### config.mk
export PLATFORM = sky130hd
export DESIGN_NAME = fetch_req
export DESIGN_NICKNAME = d
export VERILOG_FILES = /design/src/rtl/fetch_req.sv
export SDC_FILE = /design/constraint.sdc
export NUM_CORES = 1
export LEC_CHECK = 0
export ABC_AREA = 1
export BUFFER_PORTS_ARGS = -buffer_cell sky130_fd_sc_hd__buf_2
export CAP_MARGIN = 20
export CORE_MARGIN = 10
export CORE_UTILIZATION = 45
export DETAILED_ROUTE_END_ITERATION = 16
export MAX_ROUTING_LAYER = met4
export PLACE_DENSITY = 0.69
export SYNTH_ARGS = -nofsm -noshare
export SYNTH_HDL_FRONTEND = slang
export SYNTH_SLANG_ARGS = --single-unit
### constraint.sdc
create_clock -name clk -period 2.55 [get_ports clk]
set_clock_uncertainty 0.1 [all_clocks]
set_input_delay 0.1275 -clock clk [delete_from_list [all_inputs] [get_ports clk]]
set_output_delay 0.1275 -clock clk [all_outputs]
set_load 0.03 [all_outputs]
### src/rtl/fetch_req.sv
// fetch_req: instruction-fetch request stage; owns the PC, drives the ibus handshake, applies redirects.
// Define FETCH_PERF_EN to add the perf_wait_cycles bus-wait counter output.
module fetch_req #(
    parameter logic [63:0] PC_RESET  = 64'h0000_0000_8000_0000,
    parameter logic [31:0] NOP_INSTR = 32'h0000_0013
) (
    input  logic        clk,
    input  logic        resetn,
    input  logic        stall,
    input  logic        redirect_valid,
    input  logic [63:0] redirect_pc,
    output logic        ireq_valid,
    output logic [63:0] ireq_addr,
    input  logic        ireq_addr_ok,
    input  logic        ireq_data_ok,
    input  logic [31:0] ireq_data,
    output logic        out_valid,
    output logic [63:0] out_pc,
    output logic [31:0] out_instr
`ifdef FETCH_PERF_EN
    ,
    output logic [63:0] perf_wait_cycles
`endif
);

    typedef enum logic [1:0] {
        REQ       = 2'd0,
        WAIT_DATA = 2'd1,
        OUT       = 2'd2
    } state_e;

    state_e      state_q, state_d;
    logic [63:0] pc_q, pc_d;
    logic        discard_q, discard_d;
    logic        ireq_valid_q, ireq_valid_d;
    logic [63:0] ireq_addr_q, ireq_addr_d;
    logic        out_valid_q, out_valid_d;
    logic [63:0] out_pc_q, out_pc_d;
    logic [31:0] out_instr_q, out_instr_d;

    logic accepted;
    logic aligned;

    assign accepted = ireq_valid_q & ireq_addr_ok;
    assign aligned  = (pc_q[1:0] == 2'b00);

    always_ff @(posedge clk or negedge resetn) begin
        if (!resetn) begin
            state_q <= REQ;
        end else begin
            state_q <= state_d;
        end
    end

    always_comb begin
        state_d = state_q;
        case (state_q)
            REQ: begin
                // An accepted request must still have its response drained, even when redirected.
                if (redirect_valid) begin
                    state_d = (accepted && !ireq_data_ok) ? WAIT_DATA : REQ;
                end else if (!aligned) begin
                    state_d = OUT;
                end else if (accepted) begin
                    state_d = ireq_data_ok ? OUT : WAIT_DATA;
                end
            end
            WAIT_DATA: begin
                if (ireq_data_ok) begin
                    state_d = (redirect_valid || discard_q) ? REQ : OUT;
                end
            end
            OUT: begin
                if (redirect_valid || !stall) begin
                    state_d = REQ;
                end
            end
            default: state_d = REQ;
        endcase
    end

    always_comb begin
        pc_d         = pc_q;
        discard_d    = discard_q;
        ireq_valid_d = ireq_valid_q;
        ireq_addr_d  = ireq_addr_q;
        out_pc_d     = out_pc_q;
        out_instr_d  = out_instr_q;
        out_valid_d  = (state_d == OUT);
        case (state_q)
            REQ: begin
                if (redirect_valid) begin
                    ireq_valid_d = 1'b0;
                    discard_d    = accepted && !ireq_data_ok;
                end else if (!aligned) begin
                    out_pc_d    = pc_q;
                    out_instr_d = NOP_INSTR;
                end else if (!ireq_valid_q) begin
                    ireq_valid_d = 1'b1;
                    ireq_addr_d  = pc_q;
                end else if (ireq_addr_ok) begin
                    ireq_valid_d = 1'b0;
                    if (ireq_data_ok) begin
                        out_pc_d    = pc_q;
                        out_instr_d = ireq_data;
                    end
                end
            end
            WAIT_DATA: begin
                if (ireq_data_ok) begin
                    discard_d = 1'b0;
                    if (!redirect_valid && !discard_q) begin
                        out_pc_d    = pc_q;
                        out_instr_d = ireq_data;
                    end
                end else if (redirect_valid) begin
                    discard_d = 1'b1;
                end
            end
            OUT: begin
                if (!redirect_valid && !stall) begin
                    pc_d = pc_q + 64'd4;
                end
            end
            default: ;
        endcase
        if (redirect_valid) begin
            pc_d = redirect_pc;
        end
    end

    always_ff @(posedge clk or negedge resetn) begin
        if (!resetn) begin
            pc_q         <= PC_RESET;
            discard_q    <= 1'b0;
            ireq_valid_q <= 1'b0;
            ireq_addr_q  <= '0;
            out_valid_q  <= 1'b0;
            out_pc_q     <= '0;
            out_instr_q  <= '0;
        end else begin
            pc_q         <= pc_d;
            discard_q    <= discard_d;
            ireq_valid_q <= ireq_valid_d;
            ireq_addr_q  <= ireq_addr_d;
            out_valid_q  <= out_valid_d;
            out_pc_q     <= out_pc_d;
            out_instr_q  <= out_instr_d;
        end
    end

    assign ireq_valid = ireq_valid_q;
    assign ireq_addr  = ireq_addr_q;
    assign out_valid  = out_valid_q;
    assign out_pc     = out_pc_q;
    assign out_instr  = out_instr_q;

`ifdef FETCH_PERF_EN
    logic [63:0] perf_q, perf_d;
    logic        perf_inc;

    assign perf_inc = ((state_q == REQ) && ireq_valid_q && !ireq_addr_ok) || (state_q == WAIT_DATA);

    always_comb begin
        perf_d = perf_q;
        if (perf_inc && (perf_q != '1)) begin
            perf_d = perf_q + 64'd1;
        end
    end

    always_ff @(posedge clk or negedge resetn) begin
        if (!resetn) begin
            perf_q <= '0;
        end else begin
            perf_q <= perf_d;
        end
    end

    assign perf_wait_cycles = perf_q;
`endif

endmodule

# After elaboration in Yosys (flattened, before gate mapping)

Index checks and enable logic that the tools add are counted.

Bits of input ports: 102
Output and inout bits: 162
Register bits after elaboration: 229
Word-level logic and storage cells: 79

Reductions and logical operators: 20
Eq/ne operators: 11
Bitwise logic cells: 3
Add/subtract/negate cells: 1
Muxes and demuxes: 36

Operators with widths:

| kind                                                                  | count |
|---|---|
| 64-bit 2-to-1 mux                                                     | 10 |
| 32-bit 2-to-1 mux                                                     | 7 |
| 64-bit one-hot mux with 2 select lines                                | 1 |
| 64-bit by 3-bit adder with 64-bit output, second input constant       | 1 |
| 32-bit one-hot mux with 2 select lines                                | 1 |
| 2-bit 2-to-1 mux                                                      | 7 |
| 3-bit inequality test, second input constant                          | 4 |
| 1-bit 2-to-1 mux                                                      | 8 |
| 2-bit inequality test, second input constant                          | 4 |
| 2-bit nonzero test                                                    | 4 |
| 7-bit AND reduction                                                   | 1 |
| 2-bit one-hot mux with 3 select lines                                 | 1 |
| 2-bit equality test, second input constant                            | 2 |
| 1-bit zero test                                                       | 4 |
| 2-bit zero test                                                       | 2 |
| 2-bit AND reduction                                                   | 2 |
| 4-bit AND reduction                                                   | 1 |
| 1-bit logical AND                                                     | 3 |
| 3-bit AND reduction                                                   | 1 |
| 2-bit by 1-bit equality test with 1-bit output, second input constant | 1 |
| 1-bit logical OR                                                      | 2 |
| 1-bit NOT                                                             | 2 |
| 1-bit one-hot mux with 2 select lines                                 | 1 |
| 1-bit bitwise AND                                                     | 1 |

# Longest topological paths before layout

Gate-level depths: netlist (run 1).

Word-level depth: 6
Mapped depth: 11
Gate-level depth less buffers: 11

# Worst setup path before layout (run 1)

OpenSTA, ideal clock, no wires.

Path kind: reg-to-reg
Start: register pc_q[3]
End: register pc_q[34]
Stages on the path, launching flop included: 10
Setup slack: 0.903 ns
Buffers on the path: 0
Data required time: 2.326 ns
Library setup time: 0.124 ns
Clock period less this slack: 1.647 ns
Data arrival time: 1.423 ns
Path through: dfrtp_1 ha_1 nand2_2 nor2_4 nand2_4 nor2_4 inv_2 nor2_8 xor2_1 o21bai_1

Longest elaborated chain between the ends: 4

RTL lines:

| element                                  | line | RTL |
|---|---|---|
| start: declaration                       | 33   | `logic [63:0] pc_q, pc_d;` |
| start signal: assignment                 | 142  | `pc_q <= pc_d;` |
| 64-bit by 3-bit adder with 64-bit output | 122  | `pc_d = pc_q + 64'd4;` |
| 64-bit 2-to-1 mux                        | 121  | `if (!redirect_valid && !stall) begin` |
| 64-bit 2-to-1 mux                        | 90   | `case (state_q)` |
| 64-bit 2-to-1 mux                        | 127  | `if (redirect_valid) begin` |

No other way between the ends. The select of a mux whose other input is x is not followed.
A chain may end at the register's enable or synchronous reset.

# Worst setup path after layout (run 1)

Start: register pc_q[1]
End: register out_pc_q[9], in the netlist out_pc[9]

Longest elaborated chain between the ends: 4
Elaborated cells between the ends (all ways): 8
Those cells by class: eq/ne (3); mux (3); reduce/logical (2)

RTL lines:

| element                                | line | RTL |
|---|---|---|
| 2-bit zero test *                      | 45   | `assign aligned = (pc_q[1:0] == 2'b00);` |
| 64-bit 2-to-1 mux                      | 95   | `end else if (!aligned) begin` |
| 64-bit 2-to-1 mux                      | 92   | `if (redirect_valid) begin` |
| 64-bit one-hot mux with 2 select lines | 90   |  |
| end signal: assignment                 | 147  | `out_pc_q <= out_pc_d;` |
| end: declaration                       | 38   | `logic [63:0] out_pc_q, out_pc_d;` |

Mark *: on every way between the ends. The rest lies on a longest branch, timed or not. The select of a mux whose other input is x is not followed.

==> results of run 1 <==
## worst paths after layout
| check | from | end | slack [ns] | cells after the start |
|---|---|---|---|---|
| max | pc_q[1]$_DFFE_PN0P_ | out_pc[9]$_DFFE_PN0P_ | 0.45 | 8 |
| min | resetn | out_instr[3]$_DFFE_PN0P_ | 0.01 | 2 |
| max reg2reg | pc_q[1]$_DFFE_PN0P_ | out_pc[9]$_DFFE_PN0P_ | 0.45 | 8 |
| min reg2reg | ireq_addr[0]$_DFFE_PN0P_ | ireq_addr[0]$_DFFE_PN0P_ | 0.36 | 2 |
| max in group asynchronous | resetn | pc_q[0]$_DFFE_PN0P_ | 1.57 | 3 |
| min in group clk | redirect_valid | pc_q[55]$_DFFE_PN0P_ | 0.04 | 4 |
## layout make-up
cell class	instances	area, um^2	share of cell area
clock buffers	33	706	0.0488
clock inverters	13	126	0.00874
inverters	114	428	0.0296
multi-input cells	985	4540	0.314
flip-flops and latches	229	5730	0.396
well taps	324	405	0.0280
repair buffers	384	2530	0.175
## flip-flops by register name, indices dropped and copies added, names as in the netlist
signal      count
out_valid       1
ireq_valid      1
out_pc         64
out_instr      32
state_q         2
discard_q       1
ireq_addr      64
pc_q           64
## logic make-up (layout without fill, tap and decap cells)
group | after synthesis | count (layout)
buffers and inverters | 171 | 544
DFF | 229 | 229
xor gates and xnor gates | 15 | 15
adders and majority gates | 1 | 1
and+or+nand+nor | 718 | 718
AOI/OAI and AO/OA | 251 | 251
## stage by stage
step                      cell area (um^2)  worst slack (ns)  power (mW)  hold WS (ns)
after global routing                 14500             0.278        16.2        0.0506
after detailed placement             12600             0.502        11.6       -0.0134
after global placement               12600             0.538        11.5       -0.0137
after CTS                            14500             0.476        15.5        0.0199
after floorplan                      11000             0.903        9.54        -0.268
final                                14500             0.447        15.4        0.0102
## critical path, cell delays in order (launching register included)
cell	delay, ns
dfrtp_1	0.39
nor2_2	0.24
inv_1	0.09
nor2_1	0.13
o21ai_1	0.12
o21ai_4	0.10
buf_4	0.54
nand2_1	0.13
o21ai_1	0.13
## power groups by stage
stage               clock network (mW)  registers, mW  logic [mW]
floorplan                            0           7.88        1.66
global placement                     0           5.68        5.81
detailed placement                   0           5.73        5.88
CTS                               3.75           5.70        6.01
global route                      3.88           5.87        6.48
finish                            3.68           5.72        5.98
## routing by layer
layer	vias up	share of wire	GRT usage
met4	0	0.029	0.0682
li1	5165	-	-
met1	5117	0.44	0.336
met5	-	0	-
met2	460	0.46	0.393
met3	63	0.072	0.0459
## layout by cell type, fill, tap and decap left out, types with 9 or more instances in the layout
cell type / count
nand2_1: 459
buf_2: 262
nor2_1: 119
nand4_1: 15
buf_4: 16
xor2_1: 15
dfrtp_1: 228
nand3_1: 69
dlygate4sd3_1: 102
o21ai_0: 126
inv_2: 12
inv_1: 102
nand2_2: 13
clkbuf_16: 25
o21ai_1: 82
o211ai_1: 10
a21oi_1: 9
nor2_2: 19
==> flow_metrics.env, run 1 <==
export IMPL_outcome="finished clean"
export IMPL_p_clk_frac=0.239
export IMPL_synthCells=1385
export IMPL_cts_hold_buf=102
export IMPL_area_growth_pct=31.8
export IMPL_period_minus_slack_ns=2.10
export IMPL_crit_arrival_ns=2.45
export IMPL_worst_pin_slew_ns=0.822
export IMPL_synth_compound_area_frac=0.123
export IMPL_rows=57
export IMPL_fmax_mhz=476
export IMPL_grt_usage=0.254
export IMPL_synth_edf_count=0
export IMPL_root_buffer="clkbuf_16"
export IMPL_fillerInstances=2147
export IMPL_synth_yosys_warnings=0
export IMPL_core_um2=24200
export IMPL_postCtsSetupBuffers=0
export IMPL_cts_sinks=229
export IMPL_cts_tree="done"
export IMPL_postRouteWirelength_um=39100
export IMPL_crit_path_start_kind="flip-flop"
export IMPL_diodes=0
export IMPL_vdd_drop_max_mv=0.752
export IMPL_synth_seq_cells=229
export IMPL_synth_area_leader_cell="dfrtp_1"
export IMPL_report_final_slew_viol_count=0
export IMPL_synth_xor_area_frac=0.0120
export IMPL_max_slew_margin_rel=0.451
export IMPL_rsz0062_at_grt="no"
export IMPL_grt_max_degree=81
export IMPL_ant_nets=0
export IMPL_die_height_um=176
export IMPL_start_util=0.454
export IMPL_antenna_found_initial=0
export IMPL_grt_overflow_total=0
export IMPL_synth_ff_type="dfrtp_1"
export IMPL_cp_required_ns=2.90
export IMPL_drt_iter0_drc=827
export IMPL_synthMuxAreaShare=0
export IMPL_path_class="reg -> reg"
export IMPL_synthSimpleGateAreaFrac=0.276
export IMPL_final_util=0.598
export IMPL_path_clk_slew_ns=0.06
export IMPL_max_cap_violations=0
export IMPL_wl_per_cell_um=18.8
export IMPL_synthTopCellsByArea="dfrtp_1, nand2_1, o21ai_0"
export IMPL_p_sw_frac=0.434
export IMPL_clkLatencyLatePin_ns=0.54
export IMPL_vias_per_cell=5.19
export IMPL_end_kind="flip-flop"
export IMPL_synthArstFlopShare=1.00
export IMPL_port_buffers=263
export IMPL_num_io_pins=264
export IMPL_grt_pass1_wl_um=61400
export IMPL_drc=0
export IMPL_drt_pass1_iter_count=5
export IMPL_hpwlAfterDp_um=28500
export IMPL_syn_area_per_cell_um2=7.93
export IMPL_finalSetupViolCount=0
export IMPL_dpl_cell_count=1934
export IMPL_crit_fanout=64
export IMPL_yosysUniqueCellTypes=40
export IMPL_fin_nets=1842
export IMPL_h_tree_depth=1
export IMPL_power_internal_mw=8.70
export IMPL_drive_gt1_frac=0.220
export IMPL_grt_pass1_vias=10745
export IMPL_yosys_area_share_adder=0.00114
export IMPL_powerDensity_nw_per_um2=1060
export IMPL_synth_commonest_cells="nand2_1, dfrtp_1, o21ai_0"
export IMPL_switching_power_mw=6.68
export IMPL_tns_ns=0
export IMPL_finalNonFillerCells=2082
export IMPL_combPwrFrac=0.389
export IMPL_syn_num_nets=1488
export IMPL_synth_most_common_cell="nand2_1"
export IMPL_yosysSeqAreaShare=0.522
export IMPL_synth_area_um2=11000
export IMPL_via_count=10805
export IMPL_synth_top_cell_area_share=0.520
export IMPL_clock_path_buffers=3
export IMPL_dieArea_um2=31000
export IMPL_synth_top_family_by_area="simple AND/OR/NAND/NOR gates"
export IMPL_min_path_type="in -> async"
export IMPL_dieWidth_um=176
export IMPL_routabilityCongestion=0.994
export IMPL_numCtsBuffers=25
export IMPL_cellLeakagePower_nw=7.14
export IMPL_finalHoldViolCount=0
export IMPL_fin_crit_sh=0.825
export IMPL_cts_resized=0
export IMPL_p_seq_frac=0.372
Note: power is estimated with default switching activity, not from simulation.
==> run 2: changes to the inputs <==
Settings changed: ABC_AREA 1 to 0, PLACE_DENSITY 0.69 to 0.72.
Clock period 2.55 ns to 1.74 ns, I/O delays scaled along.
==> run 2 against run 1 <==
  * The run now ends with negative hold slack, negative setup slack left
  * Sequential power rose by 38%
  * Synthesized cell count down 25%
  * Fmax decreased by 24%
  * Cell count fell by 7.7%
  * Critical path depth fell by 2
  * Worst hold slack got worse by 0.039 ns
  * Setup slack got worse by 1.5 ns
==> flow_metrics.env, run 2 <==
export IMPL_postRouteWirelength_um=49100
export IMPL_multiInputGateArea_um2=5430
export IMPL_powerDensity_nw_per_um2=1310
export IMPL_rows=54
export IMPL_worst_pin_slew_ns=0.656
export IMPL_p_seq_frac=0.339
export IMPL_worstSetupStartpoint="pc_q[16]$_DFFE_PN0P_"
export IMPL_timing_final_ws_setup_ns=-1.02
export IMPL_place_ws_ns=-0.543
export IMPL_dieWidth_um=170
export IMPL_fmax_mhz=363
export IMPL_fin_nets=1724
export IMPL_numCtsBuffers=26
export IMPL_min_path_type="in -> async"
export IMPL_max_cap_violations=0
export IMPL_p_clk_frac=0.258
export IMPL_drc=0
export IMPL_finalNonFillerCells=1921
export IMPL_clock_path_buffers=3
export IMPL_ant_nets=0
export IMPL_cellLeakagePower_nw=8.85
export IMPL_grt_max_degree=107
export IMPL_violations="negative hold slack, negative setup slack"
export IMPL_synth_ff_type="dfrtp_1"
export IMPL_start_util=0.461
export IMPL_max_slew_margin_rel=0.559
export IMPL_final_cell_mix="buf_2, dfrtp_1, nand2_1"
export IMPL_crit_path_start_kind="flip-flop"
export IMPL_total_power_mw=23.2
export IMPL_syn_area_per_cell_um2=9.73
export IMPL_reg2reg_setup_slack_ns=-1.02
export IMPL_synth_area_leader_cell="dfrtp_1"
export IMPL_crit_arrival_ns=3.06
export IMPL_worstSetupEndpoint="pc_q[46]$_DFFE_PN0P_"
export IMPL_combPwrFrac=0.403
export IMPL_synthTopCellsByArea="dfrtp_1, nand2_1, mux2_2"
export IMPL_synth_top_cell_area_share=0.563
export IMPL_synth_area_um2=10100
export IMPL_port_buffers=263
export IMPL_core_um2=22000
export IMPL_h_tree_depth=1
export IMPL_crit_fanout=4
export IMPL_antenna_found_initial=1
export IMPL_outcome="finished, violations left"
export IMPL_drt_iter0_drc=1473
export IMPL_grt_util_met3=0.0643
export IMPL_hpwlAfterDp_um=23800
export IMPL_synthArstFlopShare=1.00
export IMPL_cts_sinks=229
export IMPL_dpl_cell_count=1684
export IMPL_path_clk_slew_ns=0.07
export IMPL_wl_per_cell_um=25.6
export IMPL_synth_edf_count=0
export IMPL_reg2reg_depth=6
export IMPL_met2_usage=0.513
export IMPL_clkLatencyLatePin_ns=0.54
export IMPL_drive_gt1_frac=0.517
export IMPL_synthCells=1041
export IMPL_finalSetupViolCount=221
export IMPL_drt_pass1_iter_count=5
export IMPL_grt_overflow_total=0
export IMPL_period_minus_slack_ns=2.76
export IMPL_path_class="reg -> reg"
export IMPL_yosysUniqueCellTypes=51
export IMPL_report_final_slew_viol_count=0
export IMPL_busiest_layer="met2"
export IMPL_grt_usage=0.306
export IMPL_area_growth_pct=74.8
export IMPL_power_internal_mw=13.8
export IMPL_via_count=11491
export IMPL_fillerInstances=1103
export IMPL_whs_ns=-0.0290
export IMPL_vias_per_cell=5.98
export IMPL_synth_commonest_cells="nand2_1, dfrtp_1, o21ai_0"
export IMPL_syn_num_nets=1144
export IMPL_p_sw_frac=0.403
export IMPL_switching_power_mw=9.35
export IMPL_num_io_pins=264
export IMPL_end_kind="flip-flop"
export IMPL_fin_area_um2=17700
export IMPL_grt_pass1_wl_um=67800
export IMPL_fin_crit_sh=1.59
export IMPL_r2r_end="pc_q[46]$_DFFE_PN0P_"
export IMPL_rsz0062_at_grt="yes"
export IMPL_synth_most_common_cell="nand2_1"
export IMPL_r2r_start="pc_q[16]$_DFFE_PN0P_"
export IMPL_tns_ns=-91.55
export IMPL_root_buffer="clkbuf_16"
export IMPL_routabilityCongestion=0.899
export IMPL_grt_pass1_vias=11964
export IMPL_regArea_um2=5730
export IMPL_cts_tree="done"
export IMPL_synth_seq_cells=229
export IMPL_finalHoldViolCount=18
export IMPL_dieArea_um2=28900
export IMPL_final_common_cell="buf_2"
export IMPL_place_area_um2=13100
export IMPL_vdd_drop_max_mv=0.943
export IMPL_synth_yosys_warnings=0
export IMPL_cp_required_ns=2.05
export IMPL_die_height_um=170
export IMPL_grtUsageMet1=0.335
export IMPL_yosysSeqAreaShare=0.566
run 2: cell count changes after synthesis, sizes merged, moves of 20 or more:
cell,before,now
nor4,1,21
nor2,144,32
o21ai,209,64
xnor2,0,21
buf,39,14
nand2,474,322
mux2,0,61
clkbuf,18,50
inv,114,10
run 2: worst min-delay path by stage:
stage / from / to / slack, ns / cells after the start
after CTS: resetn / pc_q[16]$_DFFE_PN0P_ / 0.01 / 2
final: resetn / pc_q[20]$_DFFE_PN0P_ / -0.03 / 2
after floorplan: resetn / discard_q$_DFFE_PN0P_ / -0.31 / 0
after global placement: resetn / pc_q[20]$_DFFE_PN0P_ / -0.05 / 1
after detailed placement: resetn / ireq_addr[12]$_DFFE_PN0P_ / -0.05 / 1
after global routing: resetn / pc_q[15]$_DFFE_PN0P_ / 0.02 / 2
run 2: layer usage:
layer / up-vias / wire length, um
met5: - / 0
met4: 0 / 3660
met3: 297 / 4700
met2: 872 / 23900
met1: 5592 / 16800
li1: 4730 / -
run 2: timing repair:
item / CTS / global route
hold buffers: 103 / 0
endpoints found under the setup margin: 209 / 223
gates cloned: 26 / 1
buffers inserted: 54 / 32
gates resized for setup: 235 / 214
hold endpoints to repair: 329 / 0
pin swaps: 193 / 112
run 2: cell families (layout without fill, tap and decap cells):
family | count (synthesis) | count (layout) | share of synthesized area
AO/OA/AOI/OAI | 98 | 98 | 0.0570
XOR/XNOR | 43 | 43 | 0.0372
adder cells (fa/ha/maj) | 1 | 1 | 0.00124
buffers and inverters | 75 | 673 | 0.0285
flip-flops | 229 | 229 | 0.566
multiplexers | 67 | 67 | 0.0738
other | 0 | 2 | 0
AND/OR/NAND/NOR | 528 | 528 | 0.236
run 2: worst max-delay path, cell delays in order, from the launching register on:
cell and delay (ns):
dfrtp_1 0.42, buf_4 0.17, nand4_1 0.26, buf_6 0.23, nor4_2 0.61, nand4_1 0.43, a221o_1 0.39
run 2: cell type report:
class | count | area share
diodes | 2 | 0.000283
clock buffers | 37 | 0.0431
clock inverters | 9 | 0.00834
inverters | 11 | 0.00254
multi-input cells | 737 | 0.307
flip-flops and latches | 229 | 0.324
well taps | 280 | 0.0198
repair buffers | 616 | 0.295
run 2: stage by stage:
stage                     hold slack [ns]   util
after floorplan                    -0.309      -
after global placement            -0.0539  0.596
after detailed placement          -0.0456  0.596
after CTS                          0.0139  0.777
after global routing               0.0228  0.806
final                             -0.0290  0.806
run 2: power groups by stage:
| stage | combinational, mW | sequential, mW | clock (mW) |
|---|---|---|---|
| after CTS | 8.66 | 7.62 | 5.88 |
| after detailed placement | 7.34 | 7.67 | 0 |
| after global placement | 7.24 | 7.59 | 0 |
| final | 9.35 | 7.87 | 5.98 |
| after global routing | 9.75 | 7.99 | 6.18 |
| after floorplan | 1.81 | 10.4 | 0 |
==> run 3: changes to the inputs <==
Settings changed: CELL_PAD_IN_SITES_DETAIL_PLACEMENT from default to 0, CELL_PAD_IN_SITES_GLOBAL_PLACEMENT from default to 1, CORE_UTILIZATION 45 to 36, PLACE_DENSITY 0.72 to default, PLACE_DENSITY_LB_ADDON from default to 0.1.
==> run 3 against run 2 <==
  * The run ends with negative setup slack left
  * Via count is 10% lower
  * Sequential cell count stayed put
  * Die area increased by 22%
  * Clock power fell by 2%
  * Total power decreased by 1.0%
  * Cell count increased by 6.1%
  * Utilization is 15 points lower
  * Wire length fell by 14%
  * Count of clock-buffer cells in the layout down 3
  * Sequential share of layout area is 1.1 points lower
  * Combinational power down 0.6%
  * Critical endpoint is now pc_q[55]$_DFFE_PN0P_
==> flow_metrics.env, run 3 (synthesis results as in run 2) <==
export IMPL_worst_pin_slew_ns=0.572
export IMPL_timing_final_ws_setup_ns=-0.574
export IMPL_finalSetupViolCount=216
export IMPL_dieArea_um2=35200
export IMPL_root_buffer="clkbuf_16"
export IMPL_path_class="reg -> reg"
export IMPL_postRouteWirelength_um=42000
export IMPL_grt_max_degree=62
export IMPL_cp_slowest_cell="or4_4"
export IMPL_grt_overflow_total=0
export IMPL_report_final_slew_viol_count=0
export IMPL_tns_ns=-64.92
export IMPL_cp_top_family="simple AND/OR/NAND/NOR gates"
export IMPL_cts_sinks=229
export IMPL_finalHoldViolCount=0
export IMPL_period_minus_slack_ns=2.31
export IMPL_rsz0062_at_grt="yes"
export IMPL_clkLatencyLatePin_ns=0.54
export IMPL_grt_usage=0.232
export IMPL_cpMostUsedCell="or4_4"
export IMPL_area_growth_pct=80.9
export IMPL_violations="negative setup slack"
export IMPL_via_count=10298
export IMPL_max_stage_delay_ns=0.56
export IMPL_start_util=0.364
export IMPL_cp_required_ns=2.10
export IMPL_drive_gt1_frac=0.551
export IMPL_fin_crit_sh=1.33
export IMPL_h_tree_depth=1
export IMPL_fmax_mhz=432
export IMPL_drc=0
export IMPL_rows=61
export IMPL_final_cell_mix="buf_2, dfrtp_1, nand2_1"
export IMPL_dieWidth_um=188
export IMPL_core_um2=27800
export IMPL_drt_iter0_drc=702
export IMPL_grt_pass1_wl_um=63600
export IMPL_ant_nets=0
export IMPL_crit_arrival_ns=2.67
export IMPL_outcome="finished, violations left"
export IMPL_final_common_cell="buf_2"
export IMPL_wl_per_cell_um=20.6
export IMPL_drt_pass1_iter_count=5
export IMPL_powerDensity_nw_per_um2=1250
export IMPL_routabilityCongestion=0.820
export IMPL_port_buffers=263
export IMPL_numCtsBuffers=27
export IMPL_final_util=0.659
export IMPL_antenna_found_initial=2
export IMPL_vias_per_cell=5.05
export IMPL_cp_num_buf_inv=0
export IMPL_max_cap_violations=0
export IMPL_end_kind="flip-flop"
export IMPL_fin_nets=1741
export IMPL_grt_pass1_vias=10868
export IMPL_crit_path_start_kind="flip-flop"
export IMPL_min_path_type="in -> reg"
export IMPL_crit_fanout=3
export IMPL_crit_path_cell_trace="nand4_4 -> or4_4 -> or4_4 -> or4_4 -> a31oi_4"
export IMPL_max_slew_margin_rel=0.618
export IMPL_num_io_pins=264
export IMPL_vdd_drop_max_mv=1.09
export IMPL_clock_path_buffers=3
export IMPL_cts_tree="done"
export IMPL_die_height_um=188
export IMPL_hpwlAfterDp_um=25100
export IMPL_path_clk_slew_ns=0.06
export IMPL_cellLeakagePower_nw=8.93
run 3: cell types whose count changed in the layout (fill, tap and decap cells not counted), sizes merged, moves of 2 or more:
| cell | before | now |
|---|---|---|
| dlygate4sd3 | 103 | 111 |
| a211o | 2 | 4 |
| clkinv | 4 | 8 |
| clkinvlp | 2 | 5 |
| clkbuf | 38 | 40 |
run 3: power by group:
part | leakage [nW] | total [mW] | switching [mW] | internal [mW]
Clock | 0.448 | 5.87 | 2.34 | 3.53
Combinational | 5.66 | 9.29 | 5.67 | 3.63
Sequential | 2.82 | 7.79 | 0.983 | 6.81
Total | 8.93 | 23.0 | 8.99 | 14.0
run 3: layout make-up:
class                      count  area (um^2)
multi-input combinational    740         5670
fill                        2288         9470
antenna                        2         5.00
sequential                   229         5730
timing repair buffer         629         5460
inverter                      11         41.3
clock inverter                15          163
tap                          378          473
clock buffer                  34          762
run 3: metal layers:
| layer | wire [um] | global-route usage | vias up |
|---|---|---|---|
| met1 | 17800 | 0.288 | 5186 |
| met2 | 21400 | 0.384 | 276 |
| met5 | 0 | - | - |
| met4 | 592 | 0.0492 | 0 |
| li1 | - | - | 4789 |
| met3 | 2280 | 0.0456 | 47 |
run 3: final timing paths:
check / to / cells after the start / slack [ns] / from
worst max-delay path: pc_q[55]$_DFFE_PN0P_ / 5 / -0.57 / pc_q[10]$_DFFE_PN0P_
worst min-delay path: pc_q[63]$_DFFE_PN0P_ / 5 / 0.05 / stall
worst max register to register: pc_q[55]$_DFFE_PN0P_ / 5 / -0.57 / pc_q[10]$_DFFE_PN0P_
worst min register to register: out_instr[19]$_DFFE_PN0P_ / 2 / 0.37 / out_instr[19]$_DFFE_PN0P_
max in group asynchronous: pc_q[11]$_DFFE_PN0P_ / 4 / 0.39 / resetn
min in group asynchronous: out_pc[37]$_DFFE_PN0P_ / 3 / 0.51 / resetn
run 3: tightest hold or removal path, cell delays in order:
cell,delay (ns)
buf_2,0.11
buf_4,0.13
or4_4,0.13
or4_1,0.11
nand3_1,0.07
run 3: what timing repair did:
item,in CTS,in global routing
endpoints found under the setup margin,216,220
gates resized for setup,238,280
hold endpoints to repair,330,0
cloned,31,8
buffers inserted,44,37
hold buffers,111,0
pin swaps,159,199
run 3: through the flow:
| step | instance area [um^2] | setup slack (ns) | instances | hold slack (ns) | power (mW) |
|---|---|---|---|---|---|
| 3_5_place_dp | 13200 | -0.620 | 1782 | -0.0661 | 15.0 |
| 4_1_cts | 17300 | -0.548 | 2015 | 0.0700 | 22.4 |
| 3_3_place_gp | 13200 | -0.546 | 1782 | -0.0651 | 14.9 |
| 5_1_grt | 18300 | -0.596 | 2038 | 0.0688 | 24.0 |
| 2_1_floorplan | 10300 | -0.672 | 1041 | -0.309 | 12.2 |
| 6_report | 18300 | -0.574 | 2038 | 0.0508 | 23.0 |
